$ cat config.mk
export PLATFORM = sky130hd
export DESIGN_NAME = match_trigger_unit
export DESIGN_NICKNAME = d
export VERILOG_FILES = /design/src/rtl/match_trigger_pkg.sv /design/src/rtl/match_trigger_unit_sat_counter.sv /design/src/rtl/match_trigger_unit.sv
export SDC_FILE = /design/constraint.sdc
export NUM_CORES = 1
export LEC_CHECK = 0
export ABC_AREA = 0
export BUFFER_PORTS_ARGS = -buffer_cell sky130_fd_sc_hd__buf_2
export CAP_MARGIN = 10
export CORE_MARGIN = 2
export CORE_UTILIZATION = 49
export CTS_CLUSTER_SIZE = 8
export DETAILED_ROUTE_END_ITERATION = 12
export PLACE_DENSITY = 0.69
export SYNTH_ARGS = -nofsm -noshare
export SYNTH_HDL_FRONTEND = slang
export SYNTH_SLANG_ARGS = --single-unit
$ cat constraint.sdc
create_clock -name clk -period 2.33 [get_ports clk]
set_input_delay 0.1165 -clock clk [delete_from_list [all_inputs] [get_ports clk]]
set_output_delay 0.1165 -clock clk [all_outputs]
set_load 0.01 [all_outputs]
$ cat src/rtl/match_trigger_pkg.sv
// Shared types and default sizing for the match trigger unit.
package match_trigger_pkg;

    typedef enum logic [1:0] {
        ST_IDLE      = 2'd0,
        ST_ARMED     = 2'd1,
        ST_TRIGGERED = 2'd2,
        ST_HOLDOFF   = 2'd3
    } state_e;

    localparam int DEF_CNT_W       = 8;
    localparam int DEF_TS_W        = 16;
    localparam int DEF_THRESH      = 2;
    localparam int DEF_HOLDOFF_CYC = 4;
    localparam int DEF_AUTO_REARM  = 0;

    localparam int ARM_CNT_W = 8;

endpackage

$ cat src/rtl/match_trigger_unit_sat_counter.sv
// Saturating up-counter with a sticky overflow flag; clear has priority over increment.
module sat_counter #(
    parameter int W = 8
) (
    input  logic         clk,
    input  logic         reset_n,
    input  logic         inc,
    input  logic         clr,
    output logic [W-1:0] count,
    output logic         overflow
);

    logic [W-1:0] count_q, count_d;
    logic         ovf_q, ovf_d;

    // NOTE: every _d is given its _q value first, so no branch can leave it unassigned and infer a latch.
    always_comb begin
        count_d = count_q;
        ovf_d   = ovf_q;
        if (clr) begin
            count_d = '0;
            ovf_d   = 1'b0;
        end else if (inc) begin
            if (&count_q) begin
                ovf_d = 1'b1;
            end else begin
                count_d = count_q + 1'b1;
            end
        end
    end

    // NOTE: state registers use non-blocking assignments so every flop samples pre-edge values.
    always_ff @(posedge clk or negedge reset_n) begin
        if (!reset_n) begin
            count_q <= '0;
            ovf_q   <= 1'b0;
        end else begin
            count_q <= count_d;
            ovf_q   <= ovf_d;
        end
    end

    assign count    = count_q;
    assign overflow = ovf_q;

endmodule

$ cat src/rtl/match_trigger_unit.sv
// Counts and timestamps detector matches; raises a latched irq after THRESH matches once armed.
module match_trigger_unit
    import match_trigger_pkg::*;
#(
    parameter int CNT_W       = DEF_CNT_W,
    parameter int TS_W        = DEF_TS_W,
    parameter int THRESH      = DEF_THRESH,
    parameter int HOLDOFF_CYC = DEF_HOLDOFF_CYC,
    parameter int AUTO_REARM  = DEF_AUTO_REARM
) (
    input  logic             clk,
    input  logic             reset_n,
    input  logic             sequence_found,
    input  logic             arm,
    input  logic             irq_ack,
    input  logic             clear_count,
    output logic [CNT_W-1:0] match_count,
    output logic             overflow,
    output logic             irq,
    output logic [TS_W-1:0]  trig_time,
    output logic [1:0]       state
);

    localparam int HO_W = (HOLDOFF_CYC > 1) ? $clog2(HOLDOFF_CYC) : 1;
    localparam logic [HO_W-1:0]      HO_LAST     = HO_W'((HOLDOFF_CYC > 0) ? HOLDOFF_CYC - 1 : 0);
    localparam logic [ARM_CNT_W-1:0] THRESH_LAST = ARM_CNT_W'(THRESH - 1);
    localparam state_e               EXIT_STATE  = (AUTO_REARM != 0) ? ST_ARMED : ST_IDLE;

    state_e                state_q, state_d;
    logic [ARM_CNT_W-1:0]  arm_cnt_q, arm_cnt_d;
    logic [HO_W-1:0]       holdoff_cnt_q, holdoff_cnt_d;
    logic [TS_W-1:0]       ts_q, ts_d;
    logic [TS_W-1:0]       trig_time_q, trig_time_d;
    logic                  irq_q, irq_d;

    sat_counter #(
        .W (CNT_W)
    ) u_match_cnt (
        .clk      (clk),
        .reset_n  (reset_n),
        .inc      (sequence_found),
        .clr      (clear_count),
        .count    (match_count),
        .overflow (overflow)
    );

    always_comb begin
        state_d       = state_q;
        arm_cnt_d     = arm_cnt_q;
        holdoff_cnt_d = holdoff_cnt_q;
        trig_time_d   = trig_time_q;
        irq_d         = irq_q;
        ts_d          = ts_q + 1'b1;

        unique case (state_q)
            ST_IDLE: begin
                if (arm) begin
                    state_d   = ST_ARMED;
                    arm_cnt_d = '0;
                end
            end
            ST_ARMED: begin
                // The timestamp captured is that of the cycle in which the firing match was sampled.
                if (sequence_found) begin
                    arm_cnt_d = arm_cnt_q + 1'b1;
                    if (arm_cnt_q == THRESH_LAST) begin
                        state_d     = ST_TRIGGERED;
                        irq_d       = 1'b1;
                        trig_time_d = ts_q;
                    end
                end
            end
            ST_TRIGGERED: begin
                if (irq_ack) begin
                    irq_d = 1'b0;
                    if (HOLDOFF_CYC == 0) begin
                        state_d   = EXIT_STATE;
                        arm_cnt_d = '0;
                    end else begin
                        state_d       = ST_HOLDOFF;
                        holdoff_cnt_d = '0;
                    end
                end
            end
            ST_HOLDOFF: begin
                if (holdoff_cnt_q == HO_LAST) begin
                    state_d   = EXIT_STATE;
                    arm_cnt_d = '0;
                end else begin
                    holdoff_cnt_d = holdoff_cnt_q + 1'b1;
                end
            end
            default: state_d = ST_IDLE;
        endcase
    end

    always_ff @(posedge clk or negedge reset_n) begin
        if (!reset_n) begin
            state_q       <= ST_IDLE;
            arm_cnt_q     <= '0;
            holdoff_cnt_q <= '0;
            ts_q          <= '0;
            trig_time_q   <= '0;
            irq_q         <= 1'b0;
        end else begin
            state_q       <= state_d;
            arm_cnt_q     <= arm_cnt_d;
            holdoff_cnt_q <= holdoff_cnt_d;
            ts_q          <= ts_d;
            trig_time_q   <= trig_time_d;
            irq_q         <= irq_d;
        end
    end

    assign irq       = irq_q;
    assign trig_time = trig_time_q;
    assign state     = state_q;

endmodule

==> results_dict.tcl <==
set metrics [dict create \
    dp_cells 325 \
    cp.arrival_ns 2.10 \
    drt_iter0_drc 79 \
    vias 1750 \
    r2r_end "arm_cnt_q[6]$_DFFE_PN0P_" \
    layout.cells.non_filler 334 \
    crit_start "state[0]$_DFFE_PN0P_" \
    cts_resized 0 \
    reg2reg_setup_slack_ns 0.43 \
    grt_pass1_wl_mm 7.90 \
    h-tree-depth 2 \
    drive_gt1_share_pct 23.9 \
    relSlewSlack_pct 66.3 \
    dp_hpwl_mm 3.22 \
    setup_viol 0 \
    row_count 26 \
    wl_met1_mm 2.21 \
    io_buffers 33 \
    grt_setup_unrepaired "false" \
    leakage_nw 1.49 \
    die_area_um2 5820 \
    final_cell_mix "54 x dfrtp_1, 33 x buf_2, 21 x nand2_1, 12 x nor2_1, 11 x ha_1" \
    core_um2 5070 \
    yosysSeqAreaShare_pct 52.7 \
    finalCritPeriodShare_pct 81.6 \
    place.gp.congestion 0.814 \
    worstSetupStartpointType "flop" \
    cts_sinks 54 \
    cts_buffer_depth 2 \
    wl_mm 4.52 \
    min_from "clear_count" \
    overflow 0 \
    antenna_found_initial 0 \
    crit_type "reg2reg" \
    synth-edff-count 0 \
    cap_violations 0 \
    placed_area_um2 2810 \
    initial_utilization_pct 50.5 \
    antennaDiodeCount 0 \
    synth_warnings 0 \
    clk_pin_slew_ns 0.10 \
    hold_class "in2reg" \
    detail_route.vias_per_cell 5.24 \
    route.met3.wl_um 176 \
    r2r-start "state[0]$_DFFE_PN0P_" \
    wl_met2_mm 2.07 \
    synthesis.nets 243 \
    period_needed_ns 1.90 \
    first_pass_iters 4 \
    cts-root-buf "clkbuf_8" \
    r2r_cells 6 \
    final_common_cell "dfrtp_1" \
    top_layer "met4" \
    numCtsBuffers 5 \
    syn_inst 226 \
    ys_ff_latch 54 \
    min_delay_path_depth 2 \
    async_flop_share_pct 100 \
    min_delay_worst_endpoint "u_match_cnt.count[6]$_DFFE_PN0P_" \
    cts_tree "yes" \
    finalInstanceArea_um2 2910 \
    grt_pass1_vias 1679 \
    finClkSkew_ns 0.0132 \
    drc 0 \
    fillers 468 \
    slew_violations 0 \
    finish.utilization_pct 57.3 \
    ys.flop_type "dfrtp_1" \
    netlist_area_um2 2560 \
    status "finished clean" \
    worstPathRequired_ns 2.53 \
    postRouteAntennaNets 0 \
    path_max_fanout 12 \
    syn_area_per_cell_um2 11.3 \
    grt_use_total_pct 16.9 \
    fp.dieW_um 76.3 \
    ios 34 \
    setup_tns_ns 0 \
    ir_worst_vdd_mv 0.505 \
    hold_violations 0 \
    ys_types 46 \
    wl_per_cell_um 13.5 \
    area_growth_pct 13.6 \
    fp.dieH_um 76.3 \
    insertion_delay_ns 0.32 \
    end_kind "flop" \
    power_density_nw_per_um2 811 \
    hold_ws_ns 0.0793 \
    fmax_mhz 526 \
    tightestPinTransition_ns 0.505 \
    final_nets 280 \
    grt_max_degree 32 \
]
power breakdown:
| group | switching (mW) | internal (mW) |
|---|---|---|
| clock | 0.308 | 0.246 |
| sequential | 0.0867 | 1.04 |
| combinational | 0.378 | 0.301 |
cell usage after synthesis, drive strengths merged (5+ instances only):
library cell  number  share of area, %
nand2             21               3.1
xor2               7               2.4
o21ai              9               1.8
mux2              15               7.5
ha                11               5.4
nand3             11               2.3
nand4              5               1.2
inv                9               1.3
dfrtp             54                53
xnor2              8               2.7
nor2              12               1.8
a21oi              5              0.98
area by class of cell:
| class | count | area (µm²) | share of cell area (%) |
|---|---|---|---|
| inverters | 9 | 33.8 | 1.16 |
| flip-flops and latches | 54 | 1350 | 46.4 |
| well taps | 70 | 87.6 | 3.01 |
| repair buffers | 38 | 205 | 7.05 |
| clock inverters | 1 | 8.76 | 0.301 |
| multi-input cells | 155 | 1140 | 39.1 |
| clock buffers | 7 | 86.3 | 2.97 |
registers in the layout (all words and copies together) (netlist names):
name / flops
state: 2
arm_cnt_q: 8
ts_q: 16
irq: 1
trig_time: 16
u_match_cnt.count: 8
u_match_cnt.overflow: 1
holdoff_cnt_q: 2
worst max-delay path by stage:
stage,end
after floorplan,arm_cnt_q[6]$_DFFE_PN0P_
final,arm_cnt_q[6]$_DFFE_PN0P_
after global placement,trig_time[8]$_DFFE_PN0P_
after detailed placement,arm_cnt_q[6]$_DFFE_PN0P_
after CTS,arm_cnt_q[6]$_DFFE_PN0P_
after global routing,arm_cnt_q[6]$_DFFE_PN0P_
routing by layer:
layer / global-route usage, % / vias up
li1: - / 873
met2: 25.7 / 29
met3: 4.50 / 6
met1: 23.3 / 842
met4: 6.18 / 0
met5: 0 / -
critical path: stages (launching register included):
cell and delay (ns):
dfrtp_1 0.41, inv_1 0.12, ha_1 0.21, nand2b_1 0.08, nand3b_1 0.29, or2_2 0.44
o41ai_1 0.26
repair_timing:
action                                 CTS  global route
hold buffers                             1             0
buffers inserted                         0             0
endpoints found under the hold margin   54             0
per-stage QoR:
| stage | power [mW] | setup slack (ns) |
|---|---|---|
| 3_5_place_dp | 1.83 | 0.438 |
| 4_1_cts | 2.39 | 0.404 |
| 5_1_grt | 2.51 | 0.204 |
| 2_1_floorplan | 1.62 | 0.659 |
| 3_3_place_gp | 1.80 | 0.440 |
| 6_report | 2.36 | 0.429 |
logic make-up (layout without fill, tap and decap cells):
| group | Yosys count | after routing | share of synthesized area [%] |
|---|---|---|---|
| and+or+nand+nor | 75 | 75 | 15.9 |
| muxes | 18 | 18 | 8.64 |
| DFF | 54 | 54 | 52.7 |
| adders and majority gates | 11 | 11 | 5.37 |
| xor gates and xnor gates | 15 | 15 | 5.13 |
| AOI/OAI and AO/OA | 36 | 36 | 9.37 |
| buffers and inverters | 17 | 55 | 2.88 |
Power figures use the tool's default switching activity.
